`src/rtl/bwdaux_alloc_ctrl_pkg.sv`:
```
// Shared definitions for the BWDAUX allocation controller: state encoding, default sizes and
// the round-robin pointer helper.
package bwdaux_alloc_ctrl_pkg;

  localparam int unsigned DefaultSwitchOutputs = 4;
  localparam int unsigned DefaultNumAux        = 3;

  localparam logic BWDAUX_IDLE   = 1'b0;
  localparam logic BWDAUX_LOCKED = 1'b1;

  typedef enum logic {
    StIdle   = BWDAUX_IDLE,
    StLocked = BWDAUX_LOCKED
  } bwdaux_state_e;

  // Pointer position following a released port, wrapping at n.
  function automatic int unsigned next_ptr(int unsigned idx, int unsigned n);
    return ((idx + 1) >= n) ? 0 : (idx + 1);
  endfunction

endpackage

```
`src/rtl/bwdaux_rr_arbiter.sv`:
```
// Round-robin one-hot picker: selects the first asserted request at or after ptr_i, wrapping.
module bwdaux_rr_arbiter #(
  parameter int unsigned N    = 4,
  parameter int unsigned PtrW = (N > 1) ? $clog2(N) : 1
) (
  input  logic [N-1:0]    req_i,
  input  logic [PtrW-1:0] ptr_i,
  output logic [N-1:0]    gnt_o,
  output logic [PtrW-1:0] idx_o,
  output logic            valid_o
);

  always_comb begin
    int unsigned     cand;
    logic [PtrW-1:0] cand_idx;
    logic            found;
    gnt_o    = '0;
    idx_o    = '0;
    found    = 1'b0;
    cand     = 0;
    cand_idx = '0;
    for (int unsigned i = 0; i < N; i++) begin
      cand     = (32'(ptr_i) + i) % N;
      cand_idx = PtrW'(cand);
      if (!found && req_i[cand_idx]) begin
        found           = 1'b1;
        gnt_o[cand_idx] = 1'b1;
        idx_o           = cand_idx;
      end
    end
    valid_o = found;
  end

endmodule

```
`src/rtl/bwdaux_alloc_ctrl.sv`:
```
// Per-channel BWDAUX allocator: round-robin grant, packet-granular lock, registered outputs.
// Optional lock watchdog enabled by defining BWDAUX_TIMEOUT_EN.
module bwdaux_alloc_ctrl
  import bwdaux_alloc_ctrl_pkg::*;
#(
  parameter int unsigned SwitchOutputs = DefaultSwitchOutputs,
  parameter int unsigned NumAux        = DefaultNumAux,
  parameter int unsigned TimeoutCycles = 256
) (
  input  logic                              clk_i,
  input  logic                              rst_i,
  input  logic [NumAux*SwitchOutputs-1:0]   req_i,
  input  logic [SwitchOutputs-1:0]          flit_valid_i,
  input  logic [SwitchOutputs-1:0]          flit_tail_i,
  input  logic [NumAux-1:0]                 aux_stall_i,
  output logic [NumAux*SwitchOutputs-1:0]   alloc_out_o,
  output logic [NumAux-1:0]                 aux_out_c_o,
  output logic [NumAux-1:0]                 timeout_err_o
);

  localparam int unsigned PtrW = (SwitchOutputs > 1) ? $clog2(SwitchOutputs) : 1;

  for (genvar a = 0; a < NumAux; a++) begin : g_chan
    bwdaux_state_e            state_q, state_d;
    logic [PtrW-1:0]          ptr_q, ptr_d;
    logic [PtrW-1:0]          gidx_q, gidx_d;
    logic [SwitchOutputs-1:0] grant_q, grant_d;
    logic                     aux_q, aux_d;
    logic [SwitchOutputs-1:0] req_a;
    logic [SwitchOutputs-1:0] arb_gnt;
    logic [PtrW-1:0]          arb_idx;
    logic                     any_req;
    logic                     accept;
    logic                     tail_accept;
    logic                     wd_fire;
    logic                     release_c;

    assign req_a = req_i[a*SwitchOutputs +: SwitchOutputs];

    bwdaux_rr_arbiter #(
      .N    (SwitchOutputs),
      .PtrW (PtrW)
    ) u_arb (
      .req_i   (req_a),
      .ptr_i   (ptr_q),
      .gnt_o   (arb_gnt),
      .idx_o   (arb_idx),
      .valid_o (any_req)
    );

    assign accept      = (state_q == StLocked) & flit_valid_i[gidx_q] & ~aux_stall_i[a];
    assign tail_accept = accept & flit_tail_i[gidx_q];

`ifdef BWDAUX_TIMEOUT_EN
    localparam int unsigned CntW = (TimeoutCycles > 2) ? $clog2(TimeoutCycles) : 1;
    logic [CntW-1:0] cnt_q, cnt_d;
    logic            err_q;

    assign wd_fire = (state_q == StLocked) & ~accept & (cnt_q == CntW'(TimeoutCycles - 1));

    // Idle holds the counter at zero so a fresh grant starts from a cleared count.
    always_comb begin
      cnt_d = cnt_q;
      if (state_q == StIdle || accept || wd_fire) begin
        cnt_d = '0;
      end else begin
        cnt_d = cnt_q + CntW'(1);
      end
    end

    always_ff @(posedge clk_i or posedge rst_i) begin
      if (rst_i) begin
        cnt_q <= '0;
        err_q <= 1'b0;
      end else begin
        cnt_q <= cnt_d;
        err_q <= wd_fire;
      end
    end

    assign timeout_err_o[a] = err_q;
`else
    assign wd_fire          = 1'b0;
    assign timeout_err_o[a] = 1'b0;
`endif

    assign release_c = tail_accept | wd_fire;

    always_ff @(posedge clk_i or posedge rst_i) begin
      if (rst_i) begin
        state_q <= StIdle;
      end else begin
        state_q <= state_d;
      end
    end

    always_comb begin
      state_d = state_q;
      unique case (state_q)
        StIdle:   if (any_req)   state_d = StLocked;
        StLocked: if (release_c) state_d = StIdle;
        default:                 state_d = StIdle;
      endcase
    end

    // Registered outputs are computed from the current grant, so release and re-grant
    // always fall on separate edges.
    always_comb begin
      grant_d = grant_q;
      gidx_d  = gidx_q;
      ptr_d   = ptr_q;
      if (state_q == StIdle) begin
        if (any_req) begin
          grant_d = arb_gnt;
          gidx_d  = arb_idx;
        end
      end else if (release_c) begin
        grant_d = '0;
        ptr_d   = PtrW'(next_ptr(32'(gidx_q), SwitchOutputs));
      end
      aux_d = (|(grant_q & flit_valid_i)) & ~aux_stall_i[a];
    end

    always_ff @(posedge clk_i or posedge rst_i) begin
      if (rst_i) begin
        grant_q <= '0;
        gidx_q  <= '0;
        ptr_q   <= '0;
        aux_q   <= 1'b0;
      end else begin
        grant_q <= grant_d;
        gidx_q  <= gidx_d;
        ptr_q   <= ptr_d;
        aux_q   <= aux_d;
      end
    end

    assign alloc_out_o[a*SwitchOutputs +: SwitchOutputs] = grant_q;
    assign aux_out_c_o[a]                                = aux_q;
  end

endmodule

```
`config.mk`:
```
export PLATFORM = sky130hd
export DESIGN_NAME = bwdaux_alloc_ctrl
export DESIGN_NICKNAME = d
export VERILOG_FILES = /design/src/rtl/bwdaux_alloc_ctrl_pkg.sv /design/src/rtl/bwdaux_rr_arbiter.sv /design/src/rtl/bwdaux_alloc_ctrl.sv
export SDC_FILE = /design/constraint.sdc
export NUM_CORES = 1
export LEC_CHECK = 0
export CELL_PAD_IN_SITES_DETAIL_PLACEMENT = 0
export CELL_PAD_IN_SITES_GLOBAL_PLACEMENT = 2
export CORE_MARGIN = 8
export CORE_UTILIZATION = 30
export DETAILED_ROUTE_END_ITERATION = 7
export PLACE_DENSITY = 0.8
export SYNTH_ARGS = -nofsm -noshare
export SYNTH_HDL_FRONTEND = slang
export SYNTH_SLANG_ARGS = --single-unit
export TNS_END_PERCENT = 10
```
`constraint.sdc`:
```
create_clock -name clk_i -period 3.47 [get_ports clk_i]
set_clock_uncertainty 0.15 [all_clocks]
set_input_delay 0.694 -clock clk_i [delete_from_list [all_inputs] [get_ports clk_i]]
set_output_delay 0.694 -clock clk_i [all_outputs]
set_load 0.03 [all_outputs]
```
* After elaboration in Yosys (flattened, before gate mapping) *
Index checks and enable logic that the tools add are counted.

operators by class
  $add $sub $neg = 12
  magnitude comparators = 30
  eq/ne operators = 3
  reduce and logical (&&, ||, !) cells = 45
  bitwise logic cells = 30
  multiplexer cells = 117

operators by type and width
  cell                 count
  $mux 4               21
  $mux 1               48
  $lt 2x3->1 const B   15
  $bmux 1 s2           18
  $or 4x4->4           9
  $mux 2               15
  $demux 1 s2          12
  $ge 2x1->1 const B   12
  $logic_and 1x1->1    21
  $reduce_and 2->1     9
  $add 2x2->2 const B  6
  $and 1x1->1          12
  $and 4x4->4          3
  $reduce_or 4->1      3
  $add 2x1->3 const B  3
  $ge 3x3->1 const B   3
  $logic_not 1->1      9
  $add 2x1->2 const B  3
  $ne 2x1->1 const B   3
  $not 1->1            6
  $pmux 1 s2           3
  $reduce_bool 2->1    3

storage, ports and cells
  word-level logic and storage cells = 252
  flip-flop bits (word level) = 30
  input port bits = 25
  output and inout port bits = 18

* Logic depth before layout (Yosys ltp) *
Gate-level depths: netlist of run 1.

  word-level depth = 14
  mapped depth = 9
  depth with buffers taken out = 7

* Cells and area by module *
Synthesis of run 1 repeated with hierarchy kept, for this count alone.

second synthesis, totals
  cell total of the unflattened synthesis = 270
  area total of the unflattened synthesis = 2686.3 um2

modules (own cells, without submodules)
  module             sequential area each (um2)  cells each  times used  area each (um2)
  bwdaux_alloc_ctrl  750.7                       135         1           1421.4
  bwdaux_rr_arbiter  0.0                         45          3           421.7

* Worst setup path after synthesis of run 1 *
No wires, ideal clock.

  path type = flip-flop to flip-flop
  start point = reg g_chan[1].ptr_q[1]
  end point = reg g_chan[1].gidx_q[0]
  period minus slack after synthesis = 2899 ps
  setup time = 125 ps
  arrival = 2625 ps
  data required time = 3195 ps
  buffers on the path = 2
  path slack = 571 ps
  cell stages (with the launch flop) = 9
  cells stage by stage = dfrtp_1 -> clkbuf_1 -> inv_1 -> ha_1 -> mux4_2 -> nor3_2 -> a21o_2 -> buf_6 -> mux2_2

between the ends
  word-level cells in the longest chain between the ends = 13
  elaborated cells on any way between the ends = 26
  those cells by class = add/sub: 3; mux: 16; reduce/logical: 7

RTL lines
  item                                                                  line                      source
  start: declaration                                                    bwdaux_alloc_ctrl.sv:25   logic [PtrW-1:0] ptr_q, ptr_d;
  start signal: assignment                                              bwdaux_alloc_ctrl.sv:133  ptr_q <= ptr_d;
  parallel branches: the longest is 13 deep, another holds $add 2x1->2  --
  end signal: assignment                                                bwdaux_alloc_ctrl.sv:132  gidx_q <= gidx_d;
  end: declaration                                                      bwdaux_alloc_ctrl.sv:26   logic [PtrW-1:0] gidx_q, gidx_d;

Several ways; the timed one is not identified. The select of a mux whose other input is x is not followed.
A chain may end at the register's enable or synchronous reset.

* Worst setup path in the final report of run 1 *
  start point = reg g_chan[2].ptr_q[1]
  end point = reg g_chan[2].grant_q[2]

between the ends
  word-level cells in the longest chain between the ends = 14
  elaborated cells on any way between the ends = 52
  those cells by class = add/sub: 3; order compare: 8; mux: 26; bitwise: 3; reduce/logical: 12

RTL lines
  item                                                                 line                      source
  start: declaration                                                   bwdaux_alloc_ctrl.sv:25
  start signal: assignment                                             bwdaux_alloc_ctrl.sv:133
  parallel branches: the longest is 14 deep, another holds $lt 2x3->1  --
  end signal: assignment                                               bwdaux_alloc_ctrl.sv:131  grant_q <= grant_d;
  end: declaration                                                     bwdaux_alloc_ctrl.sv:27   logic [SwitchOutputs-1:0] grant_q, grant_d;

Several ways; the timed one is not identified. The select of a mux whose other input is x is not followed.

==> impl_metrics.json, run 1 <==
{
  "status": "complete, no violations",
  "cts_buffer_depth": 2,
  "required_ns": 3.50,
  "yosysTopAreaCell": "dfrtp_1",
  "drc_errors": 0,
  "worstSetupEndpoint": "g_chan[2].grant_q[2]",
  "wl_met1_um": 3170,
  "synth_top_area_share_pct": 28.2,
  "rsz0062_at_grt": "false",
  "grt.overflow.total": 0,
  "cts_tree": "built",
  "gp_congestion": 0.800,
  "antenna_left": 0,
  "final_max_slew_viol_count": 0,
  "hold_viol_final": 0,
  "relSlewSlack_pct": 52.3,
  "viasPerCell": 5.51,
  "synth_area_leaders": "dfrtp_1, ha_1, mux4_2",
  "maxUsedRoutingLayer": "met4",
  "synth-edff-count": 0,
  "worst-path-max-fanout": 12,
  "dr_wl_met2_um": 3050,
  "cts-htree-levels": 2,
  "io_pins": 43,
  "seq_area_frac_synth_pct": 28.2,
  "dr.pass1.iters": 6,
  "cts_hold_buffers": 0,
  "wl_met3_um": 397,
  "grt.total_usage_pct": 11.1,
  "drive_gt1_share_pct": 14.9,
  "ir_drop_mv": 0.350,
  "antenna_found_initial": 0,
  "clockRootBuffer": "clkbuf_8",
  "netlist_area_sq_um": 2660,
  "clock.fmax_mhz": 340,
  "dpl.hpwl_um": 5000,
  "cp.arrival_ns": 2.97,
  "multi_input_area_sq_um": 1770,
  "period_share_pct": 84.8,
  "cp-end-kind": "flip-flop",
  "synth_ff_type": "dfrtp_1",
  "setup_viol": 0,
  "final.setup.tns_ns": 0,
  "nets": 351,
  "whs_path_depth": 2,
  "r2r_start": "g_chan[2].ptr_q[1]",
  "numCtsBuffers": 5,
  "dr_total_vias": 2259,
  "tightest_slew_ns": 0.715,
  "grt_start_max_net_pins": 31,
  "rr_endpoint": "g_chan[2].grant_q[2]",
  "critical_path_class": "flip-flop to flip-flop",
  "power.density_nw_per_um2": 911,
  "core_sq_um": 8680,
  "r2r_cells": 6,
  "synthDistinctLibCells": 46,
  "diodes": 0,
  "regArea_sq_um": 751,
  "wl_per_cell_um": 16.3,
  "rrSetupSlack_ns": 0.53,
  "utilization_pct": 37.2,
  "ys_ff_latch": 30,
  "grt_pass1_vias": 2197,
  "leakagePower_nw": 1.32,
  "postSynthCellCount": 261,
  "die_y_um": 110,
  "yosys_warnings": 0,
  "wl_um": 6670,
  "synth_area_per_cell_sq_um": 10.2,
  "cts.sinks": 30,
  "period_needed_ns": 2.94,
  "rows": 34,
  "die_area_sq_um": 12100,
  "floorplan.initialDensity_pct": 30.6,
  "drtIter0Drc": 115,
  "cts_setup_buffers": 0,
  "port_buffers": 39,
  "die_width_um": 110,
  "grt_pass1_wl_um": 10800,
  "async_reset_ff_share_pct": 100,
  "hold_path.class": "flip-flop to flip-flop",
  "clk_latency_ns": 0.28,
  "clk_pin_slew_worst_paths_ns": 0.07,
  "start_kind": "flip-flop",
  "cts_resized": 0,
  "final_cell_mix": "clkdlybuf4s50_1, dfrtp_1, ha_1",
  "final_common_cell": "clkdlybuf4s50_1",
  "syn_to_final_growth_pct": 21.6,
  "crit_start": "g_chan[2].ptr_q[1]",
  "drv_cap": 0,
  "fillers": 889
}
==> cells by family after synthesis <==
kind of cell,synth area share (%)
muxes,15.9
other,0.141
and+or+nand+nor,12.8
buffers and inverters,5.46
DFF,28.2
adders and majority gates,11.8
AOI/OAI and AO/OA,25.8
==> worst max-delay path: stages, from the launching register on <==
cell,delay (ns)
dfrtp_1,0.55
inv_1,0.16
ha_1,0.41
mux4_2,0.65
o41ai_4,0.66
nand3_1,0.16
o41ai_1,0.09
==> sequential cells by signal, indices dropped and copies added, names as in the netlist <==
register        count
g_chan.aux_q        3
g_chan.gidx_q       6
g_chan.grant_q     12
g_chan.ptr_q        6
g_chan.state_q      3
==> synthesized netlist by cell type, types with 4 or more instances <==
cell	number
o21ai_0	15
o31ai_1	10
nand3_1	14
mux2_2	9
a222oi_1	4
nor2b_1	9
a22oi_1	7
a31o_1	4
nor2_1	13
mux4_2	12
a221o_1	7
dfrtp_1	30
buf_4	8
nand2_1	15
ha_1	25
inv_1	12
o211ai_1	4
a21oi_1	14
a211oi_2	4
mux2i_1	5
==> final cells by class <==
| cell class | instances | share of cell area [%] |
|---|---|---|
| Tap cell | 108 | 4.18 |
| Sequential cell | 30 | 23.2 |
| Inverter | 12 | 1.39 |
| Multi-Input combinational cell | 207 | 54.8 |
| Timing Repair Buffer | 45 | 13.5 |
| Clock buffer | 6 | 2.56 |
| Clock inverter | 2 | 0.387 |
==> power breakdown <==
| group | internal [mW] | leakage [nW] | switching, mW |
|---|---|---|---|
| clock network | 0.159 | 0.0472 | 0.138 |
| registers | 0.499 | 0.375 | 0.147 |
| logic | 0.886 | 0.900 | 1.11 |
| total | 1.54 | 1.32 | 1.40 |
==> worst min path at each step <==
stage	from	end	slack (ns)
finish	g_chan[2].state_q	g_chan[2].state_q	0.36
global route	g_chan[2].state_q	g_chan[2].state_q	0.40
CTS	g_chan[2].state_q	g_chan[2].state_q	0.36
detailed placement	g_chan[2].state_q	g_chan[2].state_q	0.35
global placement	g_chan[2].state_q	g_chan[2].state_q	0.34
floorplan	g_chan[2].state_q	g_chan[2].state_q	0.32
==> per-stage QoR <==
step	instances	hold WS, ns	worst slack, ns	instance area [sq um]	power, mW
3_5_place_dp	402	0.347	0.381	3140	2.65
2_1_floorplan	263	0.318	0.571	2670	2.17
6_report	410	0.359	0.528	3230	2.94
3_3_place_gp	402	0.344	0.444	3140	2.63
5_1_grt	410	0.400	0.303	3230	3.21
4_1_cts	410	0.363	0.507	3230	2.96
==> layer usage <==
| layer | GRT usage (%) | vias to the layer above |
|---|---|---|
| met2 | 17.6 | 72 |
| met4 | 2.85 | 0 |
| li1 | - | 1090 |
| met5 | 0 | - |
| met1 | 15.3 | 1093 |
| met3 | 2.03 | 4 |
No activity file was read; power rests on OpenSTA's default activity.
==> inputs of run 2 (changes only) <==
--- a/config.mk
+++ b/config.mk
@@ -10,7 +10,7 @@
 export CORE_MARGIN = 8
 export CORE_UTILIZATION = 30
 export DETAILED_ROUTE_END_ITERATION = 7
-export PLACE_DENSITY = 0.8
+export PLACE_DENSITY = 0.83
 export SYNTH_ARGS = -nofsm -noshare
 export SYNTH_HDL_FRONTEND = slang
 export SYNTH_SLANG_ARGS = --single-unit
==> constraint.sdc (replaced) <==
create_clock -name clk_i -period 2.6 [get_ports clk_i]
set_clock_uncertainty 0.15 [all_clocks]
set_input_delay 0.52 -clock clk_i [delete_from_list [all_inputs] [get_ports clk_i]]
set_output_delay 0.52 -clock clk_i [all_outputs]
set_load 0.03 [all_outputs]
==> impl_metrics.json, run 2 (same netlist as run 1, synthesis figures left out) <==
{
  "status": "complete, no violations",
  "clockRootBuffer": "clkbuf_8",
  "drc_errors": 0,
  "cp-end-kind": "flip-flop",
  "cp.arrival_ns": 2.55,
  "design_area_sq_um": 3450,
  "syn_to_final_growth_pct": 29.9,
  "dpl.hpwl_um": 5280,
  "rrSetupSlack_ns": 0.14,
  "critical_path_class": "input port to flip-flop",
  "cts.sinks": 30,
  "ir_drop_mv": 0.410,
  "worst-path-max-fanout": 9,
  "required_ns": 2.66,
  "core_sq_um": 8680,
  "drv_cap": 0,
  "final_common_cell": "clkdlybuf4s50_1",
  "drive_gt1_share_pct": 22.6,
  "dr.pass1.iters": 4,
  "r2r_start": "g_chan[1].ptr_q[0]",
  "clkPwrFrac_pct": 9.2,
  "cts-htree-levels": 2,
  "largest_reg_flops": 12,
  "nets": 377,
  "setup_viol": 0,
  "use_met3_pct": 3.02,
  "crit_start": "req_i[7]",
  "hold_viol_final": 0,
  "period_share_pct": 95.6,
  "cts_setup_buffers": 0,
  "antenna_found_initial": 0,
  "numCtsBuffers": 5,
  "stdcell_count": 436,
  "dp.cells": 428,
  "clk_pin_slew_worst_paths_ns": 0.06,
  "io_pins": 43,
  "reg_top3": "g_chan.grant_q: 12 flops, g_chan.gidx_q: 6 flops, g_chan.ptr_q: 6 flops",
  "setup_ws_ns": 0.114,
  "cts_tree": "built",
  "grt.overflow.total": 0,
  "final_max_slew_viol_count": 0,
  "clock.fmax_mhz": 402,
  "post_dp_cell_area_sq_um": 3360,
  "power_frac_seq_pct": 20.5,
  "rr_endpoint": "g_chan[1].grant_q[3]",
  "switching_power_mw": 1.87,
  "power_frac_comb_pct": 70.3,
  "leakagePower_nw": 1.45,
  "switching_share_pct": 45.3,
  "met2_usage_pct": 18.2,
  "grt_start_max_net_pins": 31,
  "period_needed_ns": 2.49,
  "rows": 34,
  "floorplan.initialDensity_pct": 30.6,
  "regMostFlops": "g_chan.grant_q",
  "top_usage_layer": "met2",
  "wl_um": 6680,
  "grt.total_usage_pct": 11.0,
  "die_area_sq_um": 12100,
  "viasPerCell": 5.30,
  "holdCritStartpoint": "g_chan[2].state_q",
  "grt_pass1_vias": 2270,
  "clk_latency_ns": 0.27,
  "internal_power_mw": 2.25,
  "dr_total_vias": 2311,
  "antenna_left": 0,
  "r2r_cells": 7,
  "die_y_um": 110,
  "power.density_nw_per_um2": 1190,
  "fin_hold_ws_ns": 0.350,
  "diodes": 0,
  "grt_pass1_wl_um": 10800,
  "die_width_um": 110,
  "drtIter0Drc": 74,
  "whs_path_depth": 2,
  "port_buffers": 39,
  "hold_path.class": "flip-flop to flip-flop",
  "cts_hold_buffers": 0,
  "cts_resized": 0,
  "cts_buffer_depth": 2,
  "min_to": "g_chan[2].state_q",
  "gp_congestion": 0.792,
  "preCtsSetupSlack_ns": -0.126,
  "final_cell_mix": "clkdlybuf4s50_1, buf_4, dfrtp_1",
  "power_mw": 4.12,
  "start_kind": "input port",
  "wl_per_cell_um": 15.3,
  "rsz0062_at_grt": "false",
  "use_met1_pct": 14.2
}
run 2: how the worst max path moves through the flow:
| stage | to | slack [ns] | cells past startpoint |
|---|---|---|---|
| after floorplan | g_chan[2].grant_q[2] | -0.03 | 8 |
| after global placement | g_chan[1].grant_q[0] | -0.07 | 6 |
| after detailed placement | g_chan[1].gidx_q[1] | -0.13 | 6 |
| after CTS | g_chan[2].grant_q[0] | 0.13 | 7 |
| final | g_chan[1].grant_q[3] | 0.11 | 6 |
| after global routing | g_chan[0].grant_q[3] | 0.02 | 7 |
run 2: critical path, cell delays in order:
cell and delay, ns:
clkdlybuf4s50_1 0.53, mux4_2 0.62, nor3b_2 0.32, a222oi_1 0.17
a211oi_2 0.27, a31o_1 0.13
run 2: metrics by stage:
stage / setup TNS (ns) / util, %
5_1_grt: 0 / 39.8
4_1_cts: 0 / 39.8
3_3_place_gp: -0.370 / 38.7
3_5_place_dp: -0.774 / 38.7
2_1_floorplan: -0.0926 / -
6_report: 0 / 39.8
run 2: area by class of cell:
cell class	count	area [sq um]
inverter	12	45.0
tap	108	135
sequential	30	753
clock inverter	1	5.00
clock buffer	7	86.3
multi-input combinational	207	1790
fill	892	5230
timing repair buffer	71	643
run 2: per-layer routing:
metal,share of wire [%],wire (um)
met5,0,0
met4,1.0,69
met3,5.8,385
met2,48,3170
met1,46,3050
run 2: power groups by stage:
stage          Combinational, mW  Clock, mW  Sequential [mW]
6_report                    2.90      0.378            0.846
5_1_grt                     3.19      0.412            0.882
4_1_cts                     2.92      0.394            0.851
3_5_place_dp                2.91          0            0.858
3_3_place_gp                2.88          0            0.852
2_1_floorplan               1.92          0             1.02
